## src/rtl/load_store_align.sv

```systemverilog
// Memory-access stage: alignment check, byte-lane steering and req/ack sequencing
// toward a variable-latency data memory. Optional ack timeout: define LSU_TIMEOUT_EN.
module load_store_align #(
    parameter int ADDR_W      = 32,
    parameter int TIMEOUT_CYC = 64
) (
    input  logic              clk,
    input  logic              rst_n,
    input  logic              req_valid,
    output logic              req_ready,
    input  logic              req_we,
    input  logic [2:0]        req_funct3,
    input  logic [ADDR_W-1:0] req_addr,
    input  logic [31:0]       req_wdata,
    output logic              mem_req,
    output logic              mem_we,
    output logic [3:0]        mem_be,
    output logic [ADDR_W-1:0] mem_addr,
    output logic [31:0]       mem_wdata,
    input  logic              mem_ack,
    input  logic [31:0]       mem_rdata,
    output logic              ld_valid,
    output logic [31:0]       ld_data,
    output logic [2:0]        ld_type,
    output logic              st_done,
    output logic              misalign_err
`ifdef LSU_TIMEOUT_EN
    ,
    output logic              timeout_err
`endif
);

    typedef enum logic [1:0] {IDLE, WAIT, DONE} state_t;

    state_t      state;
    logic        we_q;
    logic [2:0]  funct3_q;
    logic [1:0]  off_q;
    logic        accept;
    logic        reject;
    logic [3:0]  be_next;
    logic [31:0] wdata_next;

    // Elaboration-time guard: a sub-2 limit would make the timeout fire on entry.
    if (TIMEOUT_CYC < 2) begin : g_bad_timeout
        $error("TIMEOUT_CYC must be at least 2");
    end

`ifdef LSU_TIMEOUT_EN
    localparam int CNT_W = $clog2(TIMEOUT_CYC + 1);
    logic [CNT_W-1:0] wait_cnt;
`endif

    assign accept = req_valid & req_ready;

    // NOTE: every variable gets a default before the case so no latch is inferred.
    always_comb begin
        reject     = 1'b0;
        be_next    = 4'b1111;
        wdata_next = req_wdata;
        case (req_funct3)
            3'b000, 3'b100: reject = 1'b0;
            3'b001, 3'b101: reject = req_addr[0];
            3'b010:         reject = (req_addr[1:0] != 2'b00);
            default:        reject = 1'b1;
        endcase
        if (req_we && req_funct3[2]) begin
            reject = 1'b1;
        end
        // Replicating the datum puts it in the enabled lanes for every offset.
        case (req_funct3[1:0])
            2'b00: begin
                be_next    = 4'b0001 << req_addr[1:0];
                wdata_next = {4{req_wdata[7:0]}};
            end
            2'b01: begin
                be_next    = 4'b0011 << req_addr[1:0];
                wdata_next = {2{req_wdata[15:0]}};
            end
            default: begin
                be_next    = 4'b1111;
                wdata_next = req_wdata;
            end
        endcase
    end

    // NOTE: sequential state uses non-blocking assignments so all registers
    // update together from pre-edge values.
    always_ff @(posedge clk or negedge rst_n) begin
        if (!rst_n) begin
            state        <= IDLE;
            req_ready    <= 1'b0;
            we_q         <= 1'b0;
            funct3_q     <= 3'b000;
            off_q        <= 2'b00;
            mem_req      <= 1'b0;
            mem_we       <= 1'b0;
            mem_be       <= 4'b0000;
            mem_addr     <= '0;
            mem_wdata    <= 32'h0;
            ld_valid     <= 1'b0;
            ld_data      <= 32'h0;
            ld_type      <= 3'b000;
            st_done      <= 1'b0;
            misalign_err <= 1'b0;
`ifdef LSU_TIMEOUT_EN
            timeout_err  <= 1'b0;
            wait_cnt     <= '0;
`endif
        end else begin
            ld_valid     <= 1'b0;
            st_done      <= 1'b0;
            misalign_err <= 1'b0;
`ifdef LSU_TIMEOUT_EN
            timeout_err  <= 1'b0;
`endif
            case (state)
                IDLE: begin
                    if (accept) begin
                        req_ready <= 1'b0;
                        we_q      <= req_we;
                        funct3_q  <= req_funct3;
                        off_q     <= req_addr[1:0];
                        if (reject) begin
                            misalign_err <= 1'b1;
                        end else begin
                            mem_req   <= 1'b1;
                            mem_we    <= req_we;
                            mem_be    <= be_next;
                            mem_addr  <= {req_addr[ADDR_W-1:2], 2'b00};
                            mem_wdata <= wdata_next;
                            state     <= WAIT;
`ifdef LSU_TIMEOUT_EN
                            wait_cnt  <= '0;
`endif
                        end
                    end else begin
                        req_ready <= 1'b1;
                    end
                end
                WAIT: begin
                    if (mem_ack) begin
                        mem_req <= 1'b0;
                        state   <= DONE;
                        if (we_q) begin
                            st_done <= 1'b1;
                        end else begin
                            ld_valid <= 1'b1;
                            ld_data  <= mem_rdata >> {off_q, 3'b000};
                            ld_type  <= funct3_q;
                        end
                    end
`ifdef LSU_TIMEOUT_EN
                    else if (wait_cnt == CNT_W'(TIMEOUT_CYC - 1)) begin
                        mem_req     <= 1'b0;
                        timeout_err <= 1'b1;
                        req_ready   <= 1'b1;
                        state       <= IDLE;
                    end else begin
                        wait_cnt <= wait_cnt + 1'b1;
                    end
`endif
                end
                DONE: begin
                    req_ready <= 1'b1;
                    state     <= IDLE;
                end
                default: state <= IDLE;
            endcase
        end
    end

endmodule

```

## config.mk

```make
export PLATFORM = sky130hd
export DESIGN_NAME = load_store_align
export DESIGN_NICKNAME = d
export VERILOG_FILES = /design/src/rtl/load_store_align.sv
export SDC_FILE = /design/constraint.sdc
export NUM_CORES = 1
export LEC_CHECK = 0
export CAP_MARGIN = 20
export CORE_MARGIN = 2
export CORE_UTILIZATION = 63
export DETAILED_ROUTE_END_ITERATION = 7
export DONT_BUFFER_PORTS = 1
export PLACE_DENSITY = 0.79
export RECOVER_POWER = 50
export SLEW_MARGIN = 20
export SYNTH_ARGS = -nofsm -noshare
export SYNTH_HDL_FRONTEND = slang
export SYNTH_SLANG_ARGS = --single-unit
export TNS_END_PERCENT = 30
```

## constraint.sdc

```tcl
create_clock -name clk -period 2.4 [get_ports clk]
set_input_delay 0.36 -clock clk [delete_from_list [all_inputs] [get_ports clk]]
set_output_delay 0.36 -clock clk [all_outputs]
set_load 0.01 [all_outputs]
```

==> Yosys cells after proc, flatten, opt, wreduce, memory -nomap -nowiden <==
Cells that the tools add are included.
{ "totals": {"register_bits": 115, "wordCells": 68, "inputBits": 104, "out_inout_bits": 109} }
{ "classes": {"n_reduce_logical": 14, "n_eq_ne": 10, "n_shift": 3, "bitwise": 3, "mux": 23} }
{ "ops": {"columns": ["operator", "count"], "rows": [
  ["$pmux 32 s2", 1],
  ["$shr 32x5->32", 1],
  ["$mux 1", 14],
  ["$reduce_and 3->1", 3],
  ["$pmux 4 s2", 1],
  ["$eq 3x3->1 const B", 2],
  ["$mux 2", 3],
  ["$ne 2x2->1 const B", 3],
  ["$reduce_bool 2->1", 3],
  ["$eq 2x1->1 const B", 2],
  ["$logic_not 2->1", 2],
  ["$pmux 1 s2", 2],
  ["$pmux 2 s2", 1],
  ["$reduce_and 4->1", 1],
  ["$reduce_or 2->1", 2],
  ["$shl 1x2->4 const A", 1],
  ["$shl 2x2->4 const A", 1],
  ["$eq 3x1->1 const B", 1],
  ["$eq 3x2->1 const B", 1],
  ["$logic_not 3->1", 1],
  ["$pmux 1 s3", 1],
  ["$eq 2x2->1 const B", 1],
  ["$not 1->1", 2],
  ["$reduce_and 2->1", 1],
  ["2 further kinds", 2]
]} }

==> Logic depth before layout (Yosys ltp) <==
Gate-level depths: netlist of the first run.
{ "logic_depth": {"ltp_word": 7, "depth_mapped": 6, "ltp_nobuf": 3} }

==> Worst setup path before layout of the first run <==
No wires, ideal clock.
{ "synth_timing": {"kind": "input-to-reg", "startpoint": "input port req_funct3[0]", "endpoint": "register mem_addr[30]", "setup_time_ns": 0.127, "path_buffers": 3, "t_required_ns": 2.273, "arrival_ns": 1.812, "path_stages": 6, "path_slack_ns": 0.460, "cell_sequence": "clkbuf_1 or4_4 a21oi_4 buf_6 buf_6 mux2_1"} }
{ "synth_via": {"elab_chain_len": 6, "elab_cells_between_ends": 11, "cone_classes": "eq/ne (4); mux (2); bitwise (1); reduce/logical (4)"} }
{ "synth_lines": {"columns": ["element", "line", "source"], "rows": [
  ["from (decl)", "12", "input logic [2:0] req_funct3,"],
  ["$eq 3x1->1, or another cell as far along", "61", "case (req_funct3)"],
  ["$reduce_or 2->1", "61", null],
  ["$pmux 1 s3 (*)", "61", null],
  ["$mux 1 (*)", "67", "if (req_we && req_funct3[2]) begin"],
  ["$not 1->1 (no source line) (*)", null, null],
  ["$reduce_and 3->1 (no source line) (*)", null, null],
  ["to (signal assigned)", "130", "mem_addr <= {req_addr[ADDR_W-1:2], 2'b00};"],
  ["to (decl)", "18", "output logic [ADDR_W-1:0] mem_addr,"]
]} }
Mark *: on every way between the ends. The rest lies on a longest branch, timed or not.
A chain may end at the register's enable or synchronous reset.

==> Final worst setup path of the first run <==
{ "layout_timing": {"startpoint": "register req_ready", "endpoint": "register mem_wdata[7]"} }
{ "layout_via": {"elab_chain_len": 2} }
{ "layout_lines": {"columns": ["element", "line", "source"], "rows": [
  ["from (decl)", "10", "output logic req_ready,"],
  ["from (signal assigned)", "92", "req_ready <= 1'b0;"],
  ["from (signal assigned)", "120", "req_ready <= 1'b0;"],
  ["from (signal assigned)", "138", "req_ready <= 1'b1;"],
  ["$and 1x1->1", "54", "assign accept = req_valid & req_ready;"],
  ["$reduce_and 3->1 (no source line)", null, null],
  ["to (signal assigned)", "131", "mem_wdata <= wdata_next;"],
  ["to (decl)", "19", "output logic [31:0] mem_wdata,"]
]} }
Every way passes these cells.

==> metrics.txt, run 1 <==
CP required 2.77 ns; Yosys top cell area share 0.560; root buffer cell clkbuf_8; Post-synth EDFFs 0; DP HPWL 7930 um; count of final setup violators 0; final hold violations 115; Tot Pwr 8010 uW; post-synth top area cell dfrtp_1; via count 3399; library cells used by synthesis 36; Clk pin slew, worst setup/hold paths about 0.05 ns; Filler cells 451; Post-synth top cells 115 x dfrtp_1, 86 x mux2_2, 57 x nand2_1; Routed Antenna Nets 0; # rows 32; fin crit share 0.895; top_reg_cell synth dfrtp_1; DR iter-0 viols 138; hold buffers post-CTS 42; Area Overhead vs Synth 21.8%; io pins 213; vias in the first global route 3649; fmax about 470 MHz; diodes inserted 0; chip height 94.3 um; cell area after layout roughly 0.0063 mm2; # nets final 556; Placer Congestion 0.842; number of vias per cell 6.01; post-layout min period 2.15 ns; DR WL/cell 21.7 um; Setup Buffers After CTS 0; failing checks negative hold slack; Die ar. 0.00890 mm2; routed wire length 12300 um; PostCTS Resize Cnt 0; pin count of the biggest net entering global routing 116; Synth area leaders dfrtp_1 56%, mux2_2 19%, mux2i_1 7.8%, nand2_1 4.2%, o21ai_0 2.5%; maximum level of the CTS H-tree 4; crit path DAT 2.52 ns; Clock Latency Late Sink around 0.49 ns; DRC viols 0; max-slew violation count 0; drt pass-1 iters 4; worst min-delay path class in -> async; Multi-input gate area 0.00210 mm2; maximum VDD drop between 700 and 800 uV; critical path class reg -> reg; CTS Buf Count 17; ys async rst share 1.00; LEAKAGE roughly 0.0028 uW; Avg Cell Area, Syn about 13 um2; most numerous cell in the Yosys netlist dfrtp_1; register area share after synthesis 0.560; number of antenna violations at the first check in global routing 0; clk_skew 0.00777 ns; gr usage total 0.278; layout cells sized above 1 0.272; core area 0.00781 mm2; max_slew headroom 0.547; area of placed instances 0.00522 mm2; first-pass GRT wire length 18500 um; RSZ-0062 raised after global routing no; CP Capture Type flip-flop; Slew @ Worst Pin 0.678 ns; Seq cells post-synth 115; WHS -0.441 ns; gr ovfl total 0; status complete, but fails checks; TritonCTS clock tree done; Port Buf Inserts 0; register area 0.00288 mm2; Yosys warning count 0; Pwr Density 1280 mW/mm2; CTS Sinks 115; Die Width 94.3 um; Post-Synthesis Cell Area 0.00514 mm2; MaxCap Viol Count 0; Post-Route Setup TNS 0 ns; Starting Density 0.658; Syn Inst Count 403; CP Max Fanout 16; CP Launch Type flip-flop; clk buf depth 2
==> worst max-delay path, cell delays in order, from the launching register on <==
cell and delay [ns]:
dfrtp_1 0.44, or4bb_1 0.59, a21oi_4 0.30, buf_4 0.31
mux2_2 0.37
==> per-layer routing <==
metal	GRT usage	vias to the layer above	wire, um
li1	-	1521	-
met1	0.310	1696	4520
met2	0.471	161	6340
met3	0.121	21	1140
met4	0.111	0	274
met5	0	-	0
==> layout make-up <==
cell class	count	area share
sequential	115	0.460
multi-input combinational	257	0.336
timing repair buffer	57	0.0909
clock buffer	22	0.0740
tap	102	0.0204
clock inverter	9	0.0168
inverter	4	0.00240
==> final timing paths <==
path                       depth (start not counted)     startpoint           end  slack [ns]
max reg2reg                                        4      req_ready  mem_wdata[7]        0.25
max                                                4      req_ready  mem_wdata[7]        0.25
min reg2reg                                        2    funct3_q[2]   funct3_q[2]        0.48
min in group clk                                   2  mem_rdata[26]   ld_data[26]        0.04
max in group asynchronous                          0          rst_n  mem_wdata[7]        2.65
min                                                0          rst_n  misalign_err       -0.44
==> cells in the final DEF (no fill, tap or decap), types with 2 or more instances in the layout <==
| master | n |
|---|---|
| clkinvlp_4 | 4 |
| dlygate4sd3_1 | 48 |
| mux2_1 | 5 |
| nand2_1 | 57 |
| a2bb2oi_1 | 10 |
| clkbuf_8 | 4 |
| clkbuf_1 | 3 |
| mux2_2 | 86 |
| clkbuf_16 | 16 |
| nor2_1 | 4 |
| clkinv_2 | 3 |
| dfrtp_1 | 115 |
| inv_1 | 4 |
| conb_1 | 2 |
| o21ai_0 | 26 |
| mux2i_1 | 40 |
| buf_4 | 6 |
| o31ai_1 | 8 |
| buf_12 | 2 |
| bufinv_16 | 2 |
==> cells by family (layout without fill, tap and decap cells) <==
kind of cell           count (synthesis)  in the layout  synth area share
buffers and inverters                 32             92            0.0321
other                                  1              2          0.000729
muxes                                131            131             0.277
DFF                                  115            115             0.560
and+or+nand+nor                       72             72            0.0623
AOI/OAI and AO/OA                     52             52            0.0679
==> through the flow <==
stage,worst slack (ns),std cells,hold slack [ns],util
floorplan,0.460,404,0.0644,-
global placement,0.377,487,0.0672,0.669
detailed placement,0.287,487,0.0667,0.669
CTS,0.265,560,-0.470,0.795
global route,0.192,566,-0.479,0.802
finish,0.252,566,-0.441,0.802
==> registers in the layout, summed over array words and instances (netlist names) <==
register      flops
ld_valid          1
off_q             2
mem_wdata        32
ld_data          32
we_q              1
mem_addr         30
funct3_q          3
ld_type           3
mem_we            1
mem_be            4
mem_req           1
misalign_err      1
state             2
st_done           1
req_ready         1
==> power by group <==
part | internal (uW) | total [uW] | leakage, uW | switching [uW]
combinational | 951 | 1630 | 0.00111 | 682
clock | 1550 | 2380 | 0.000269 | 837
sequential | 2840 | 3990 | 0.00140 | 1150
total | 5340 | 8010 | 0.00278 | 2670
No activity file was read; power rests on OpenSTA's default activity.
==> run 2: changes to the inputs <==
- CAP_MARGIN: 20 -> 10
- CORE_MARGIN: 2 -> 1.5
- CORE_UTILIZATION: 63 -> 38
- PLACE_DENSITY: 0.79 -> default
==> run 2 against run 1 <==
  * The run still ends with negative hold slack left
  * Combinational power decreased by 7%
  * Clock-buffer cell count increased by 1
  * Via count decreased by 7.5%
  * Wire length decreased by 4.9%
  * Largest power group unchanged
==> metrics.txt, run 2 (synthesis results as in run 1) <==
Largest regs ld_data (32), mem_wdata (32), mem_addr (30) (unchanged); diodes inserted 0 (unchanged); Die Width 119 um (was 94.3 um); DRC viols 0 (unchanged); Combinational Power Share 0.187 (was 0.204); max-slew violation count 0 (unchanged); CP Max Fanout 52 (was 16); root buffer cell clkbuf_16 (was clkbuf_8); CTS Sinks 115 (unchanged); number of antenna violations at the first check in global routing 0 (unchanged); switching part of the total power 0.321 (was 0.334); via count 3145 (was 3399); critical path class reg -> reg (unchanged); max_slew headroom 0.523 (was 0.547); gr ovfl total 0 (unchanged); worst min-delay path class in -> async (unchanged); CTS Buf Count 17 (unchanged); worst r2r path cells 4 (unchanged); CP required 2.69 ns (was 2.77 ns); routed wire length 11700 um (was 12300 um); pin count of the biggest net entering global routing 116 (unchanged); Setup Buffers After CTS 0 (unchanged); maximum VDD drop 624 uV (was 757 uV); Area Overhead vs Synth 15.0% (was 21.8%); Port Buf Inserts 0 (unchanged); Routed Antenna Nets 0 (unchanged); core area 0.0132 mm2 (was 0.00781 mm2); # nets final 507 (was 556); # rows 42 (was 32); Clk pin slew, worst setup/hold paths 0.05 ns (about the same); crit path DAT 2.27 ns (was 2.52 ns); DP HPWL 8120 um (was 7930 um); Starting Density 0.388 (was 0.658); LEAKAGE 0.00261 uW (was 0.00278 uW); fmax 503 MHz (was 466 MHz); P_int 5480 uW (was 5340 uW); gr usage total 0.167 (was 0.278); number of vias per cell 5.31 (was 6.01); DR WL/cell 19.7 um (was 21.7 um); commonest non-fill, non-tap cell in the layout dfrtp_1 (unchanged); commonest cells after routing, fill and taps aside 115 x dfrtp_1, 86 x mux2_2, 57 x nand2_1, 40 x mux2i_1, 26 x o21ai_0 (was 115 x dfrtp_1, 86 x mux2_2, 57 x nand2_1, 48 x dlygate4sd3_1, 40 x mux2i_1); Reg2Reg Setup Slack 0.41 ns (was 0.25 ns); fin crit share 0.828 (was 0.895); Placer Congestion 0.800 (was 0.842); count of final setup violators 0 (unchanged); MaxCap Viol Count 0 (unchanged); Pwr Density 1360 mW/mm2 (was 1280 mW/mm2); Clock power frac 0.325 (was 0.298); clk_skew 0.00609 ns (was 0.00777 ns); DR iter-0 viols 124 (was 138); crit path from state[0] (was req_ready); Clock Latency Late Sink 0.41 ns (was 0.49 ns); maximum level of the CTS H-tree 4 (unchanged); status complete, but fails checks (unchanged); post-layout min period 1.99 ns (was 2.15 ns); CP Capture Type flip-flop (unchanged); Post-Route Setup TNS 0 ns (unchanged); sw power 2590 uW (was 2670 uW); WHS -0.348 ns (was -0.441 ns); io pins 213 (unchanged); chip height 119 um (was 94.3 um); failing checks negative hold slack (unchanged); CP Launch Type flip-flop (unchanged); Flop pwr share 0.489 (was 0.499); vias in the first global route 3424 (was 3649); Filler cells 1241 (was 451); Slew @ Worst Pin 0.715 ns (was 0.678 ns); Die ar. 0.0142 mm2 (was 0.00890 mm2); PostCTS Resize Cnt 0 (unchanged); first-pass GRT wire length 18300 um (was 18500 um); Post-Route Utilization 0.446 (was 0.802); RSZ-0062 raised after global routing no (unchanged); TritonCTS clock tree done (unchanged); Reg2Reg Capture Point mem_addr[22] (was mem_wdata[7]); layout cells sized above 1 0.308 (was 0.272); r2r startpoint state[0] (was req_ready); final hold violations 115 (unchanged); clk buf depth 2 (unchanged); end point of the critical path mem_addr[22] (was mem_wdata[7]); drt pass-1 iters 4 (unchanged)
run 2: cell types whose count changed in the layout (fill, tap and decap cells not counted), sizes merged:
cell / change
clkbuf: +1
bufinv: +1
clkinvlp: -2
clkinv: +1
buf: -1
dlygate4sd3: -48
run 2: layout make-up:
cell class,instances,area [um2],area share
sequential,115,2880,0.487
multi-input combinational,257,2110,0.356
clock buffer,23,498,0.0842
tap,176,220,0.0372
clock inverter,9,125,0.0212
timing repair buffer,8,68.8,0.0116
inverter,4,15.0,0.00254
run 2: worst min path at each step:
| stage | end | depth (start not counted) | from | slack, ns |
|---|---|---|---|---|
| 3_5_place_dp | st_done | 0 | rst_n | 0.07 |
| 6_report | ld_data[21] | 0 | rst_n | -0.35 |
| 2_1_floorplan | funct3_q[0] | 0 | rst_n | 0.06 |
| 4_1_cts | req_ready | 0 | rst_n | -0.37 |
| 3_3_place_gp | ld_data[13] | 0 | rst_n | 0.07 |
| 5_1_grt | ld_data[13] | 0 | rst_n | -0.38 |
run 2: critical path: stages, from the launching register on:
cell     delay, ns
dfrtp_1       0.43
or4bb_1       0.58
a21oi_4       0.18
buf_12        0.27
mux2_2        0.37
run 2: metal layers:
layer,global-route usage,share of wire,vias to the layer above
li1,-,-,1422
met5,0,0,-
met4,0.0588,0.014,0
met1,0.192,0.39,1549
met3,0.0920,0.12,15
met2,0.264,0.47,159
run 2: power groups by stage:
stage	Combinational (uW)	Clock, uW	Sequential (uW)
floorplan	1340	0	3690
global placement	1460	0	3980
detailed placement	1540	0	3980
CTS	1540	2680	3970
global route	1680	2760	4070
finish	1510	2620	3940
run 2: stage by stage:
step | hold WS [ns] | setup WS (ns) | instance area, um2 | total power (uW) | cells
floorplan | 0.0644 | 0.460 | 5140 | 5040 | 404
global placement | 0.0685 | 0.445 | 5290 | 5430 | 560
detailed placement | 0.0675 | 0.422 | 5290 | 5520 | 560
CTS | -0.373 | 0.403 | 5920 | 8190 | 592
global route | -0.375 | 0.320 | 5910 | 8500 | 592
finish | -0.348 | 0.413 | 5910 | 8070 | 592
==> run 3: changes to the inputs <==
- clock period: 2.4 -> 1.9 ns (I/O delays scaled with it)
==> run 3 against run 2 <==
  * Clock-buffer cell count is 1 lower
  * The run still ends with negative hold slack left
  * Largest power group unchanged
  * Worst setup slack lost 0.40 ns
  * Non-clock buffer count increased by 24
  * Combinational power rose by 38%
  * Cell area is 4.4% higher
  * Highest routed layer unchanged
  * Register-to-register slack lost 0.40 ns
  * Critical path type unchanged
  * Sequential cell count is the same
  * Die area unchanged
==> metrics.txt, run 3 (synthesis results as in run 1) <==
status complete, but fails checks (unchanged); failing checks negative hold slack (unchanged); critical path class reg -> reg (unchanged); Reg2Reg Setup Slack 0.009 ns (was 0.41 ns); number of vias per cell 5.25 (was 5.31); fmax 529 MHz (was 503 MHz); DP HPWL 8300 um (was 8120 um); worst min-delay path class in -> async (unchanged); Worst path slowest cell or4bb_4 (was or4bb_1); WHS -0.424 ns (was -0.348 ns); CP Launch Type flip-flop (unchanged); Routed Antenna Nets 0 (unchanged); P_int 6970 uW (was 5480 uW); # rows 42 (unchanged); Clk pin slew, worst setup/hold paths 0.05 ns (about the same); Slowest Stage Delay on Critical Path 0.56 ns (was 0.58 ns); CP Max Fanout 18 (was 52); vias in the first global route 3538 (was 3424); CP Capture Type flip-flop (unchanged); Die ar. 0.0142 mm2 (unchanged); chip height 119 um (unchanged); CP cell instances or4bb_4, a21oi_4, buf_12, clkbuf_16, mux2_2 (was or4bb_1, a21oi_4, buf_12, mux2_2); Pwr Density 1670 mW/mm2 (was 1360 mW/mm2); layout cells sized above 1 0.314 (was 0.308); routed wire length 12300 um (was 11700 um); Clock power frac 0.315 (was 0.325); Layout Cells excl Fill 616 (was 592); number of antenna violations at the first check in global routing 0 (unchanged); buffers plus inverters on the worst setup path 2 (was 1); RSZ-0062 raised after global routing yes (was no); DR WL/cell 19.9 um (was 19.7 um); LEAKAGE 0.00272 uW (was 0.00261 uW); gr ovfl total 0 (unchanged); DRC viols 0 (unchanged); diodes inserted 0 (unchanged); Combinational Power Share 0.203 (was 0.187); max-slew violation count 0 (unchanged); drt pass-1 iters 4 (unchanged); crit path DAT 2.18 ns (was 2.27 ns); fin crit share 0.995 (was 0.828); root buffer cell clkbuf_16 (unchanged); Placer Congestion 0.803 (was 0.800); Slew @ Worst Pin 0.508 ns (was 0.715 ns); TritonCTS clock tree done (unchanged); core area 0.0132 mm2 (unchanged); first-pass GRT wire length 18800 um (was 18300 um); max_slew headroom 0.660 (was 0.523); Clock Latency Late Sink 0.41 ns (about the same); commonest non-fill, non-tap cell in the layout dfrtp_1 (unchanged); # nets final 531 (was 507); Crit path max-delay family simple AND/OR/NAND/NOR gates (unchanged); CTS Buf Count 17 (unchanged); switching part of the total power 0.322 (was 0.321); Die Width 119 um (unchanged); CTS Sinks 115 (unchanged); MaxCap Viol Count 0 (unchanged); maximum VDD drop 737 uV (was 624 uV); maximum level of the CTS H-tree 4 (unchanged); Port Buf Inserts 0 (unchanged); Area Overhead vs Synth 20.1% (was 15.0%); DR iter-0 viols 137 (was 124); final hold violations 115 (unchanged); io pins 213 (unchanged); count of final setup violators 0 (unchanged); Post-Route Utilization 0.466 (was 0.446); clk buf depth 2 (unchanged); CP required 2.19 ns (was 2.69 ns); post-layout min period 1.89 ns (was 1.99 ns); gr usage total 0.174 (was 0.167); Starting Density 0.388 (unchanged); Largest regs ld_data (32), mem_wdata (32), mem_addr (30) (unchanged); pin count of the biggest net entering global routing 116 (unchanged); Flop pwr share 0.481 (was 0.489); via count 3234 (was 3145); clk_skew 0.00526 ns (was 0.00609 ns); commonest cells after routing, fill and taps aside 115 x dfrtp_1, 86 x mux2_2, 57 x nand2_1, 40 x mux2i_1, 26 x o21ai_0 (unchanged); sw power 3320 uW (was 2590 uW); placed insts 567 (was 560)
-- run 3: worst paths after layout --
path | start | end | cells after the start
worst max-delay path | state[0] | mem_addr[27] | 5
worst min-delay path | rst_n | ld_data[22] | 0
worst max register to register | state[0] | mem_addr[27] | 5
worst min register to register | funct3_q[0] | funct3_q[0] | 2
max in group asynchronous | rst_n | mem_wdata[27] | 0
min in group clk | mem_rdata[29] | ld_data[29] | 2
-- run 3: repair_timing --
item,in CTS,in global routing
cloned,0,1
hold buffers,8,7
buffers inserted,0,1
endpoints found under the hold margin,123,122
endpoints found under the setup margin,35,40
gates resized for setup,1,2
-- run 3: stage by stage --
| step | area, um2 | total power [uW] | setup slack, ns | hold slack (ns) | setup TNS, ns |
|---|---|---|---|---|---|
| finish | 6170 | 10300 | 0.00859 | -0.424 | 0 |
| global route | 6170 | 10900 | -0.0267 | -0.459 | -0.630 |
| CTS | 6060 | 10400 | -0.0299 | -0.453 | -0.400 |
| detailed placement | 5370 | 7070 | -0.0409 | -0.00581 | -0.703 |
| global placement | 5370 | 6940 | 0.0247 | -0.00480 | 0 |
| floorplan | 5140 | 6360 | 0.0277 | -0.0106 | 0 |
-- run 3: per-layer routing --
metal | vias up | wire, um | track usage
li1 | 1472 | - | -
met1 | 1586 | 4690 | 0.193
met2 | 160 | 5960 | 0.276
met3 | 16 | 1430 | 0.0977
met4 | 0 | 193 | 0.0759
met5 | - | 0 | 0
-- run 3: power by group through the flow --
stage,combinational [uW],sequential [uW],clock [uW]
CTS,2090,4990,3330
floorplan,1700,4670,0
global route,2320,5100,3470
detailed placement,2080,4990,0
global placement,1960,4980,0
finish,2090,4950,3240
-- run 3: final cells by class --
class | instances | area [um2]
inverters | 4 | 15.0
well taps | 176 | 220
fillers | 1224 | 7070
clock inverters | 10 | 130
multi-input cells | 257 | 2110
flip-flops and latches | 115 | 2880
repair buffers | 32 | 345
clock buffers | 22 | 474
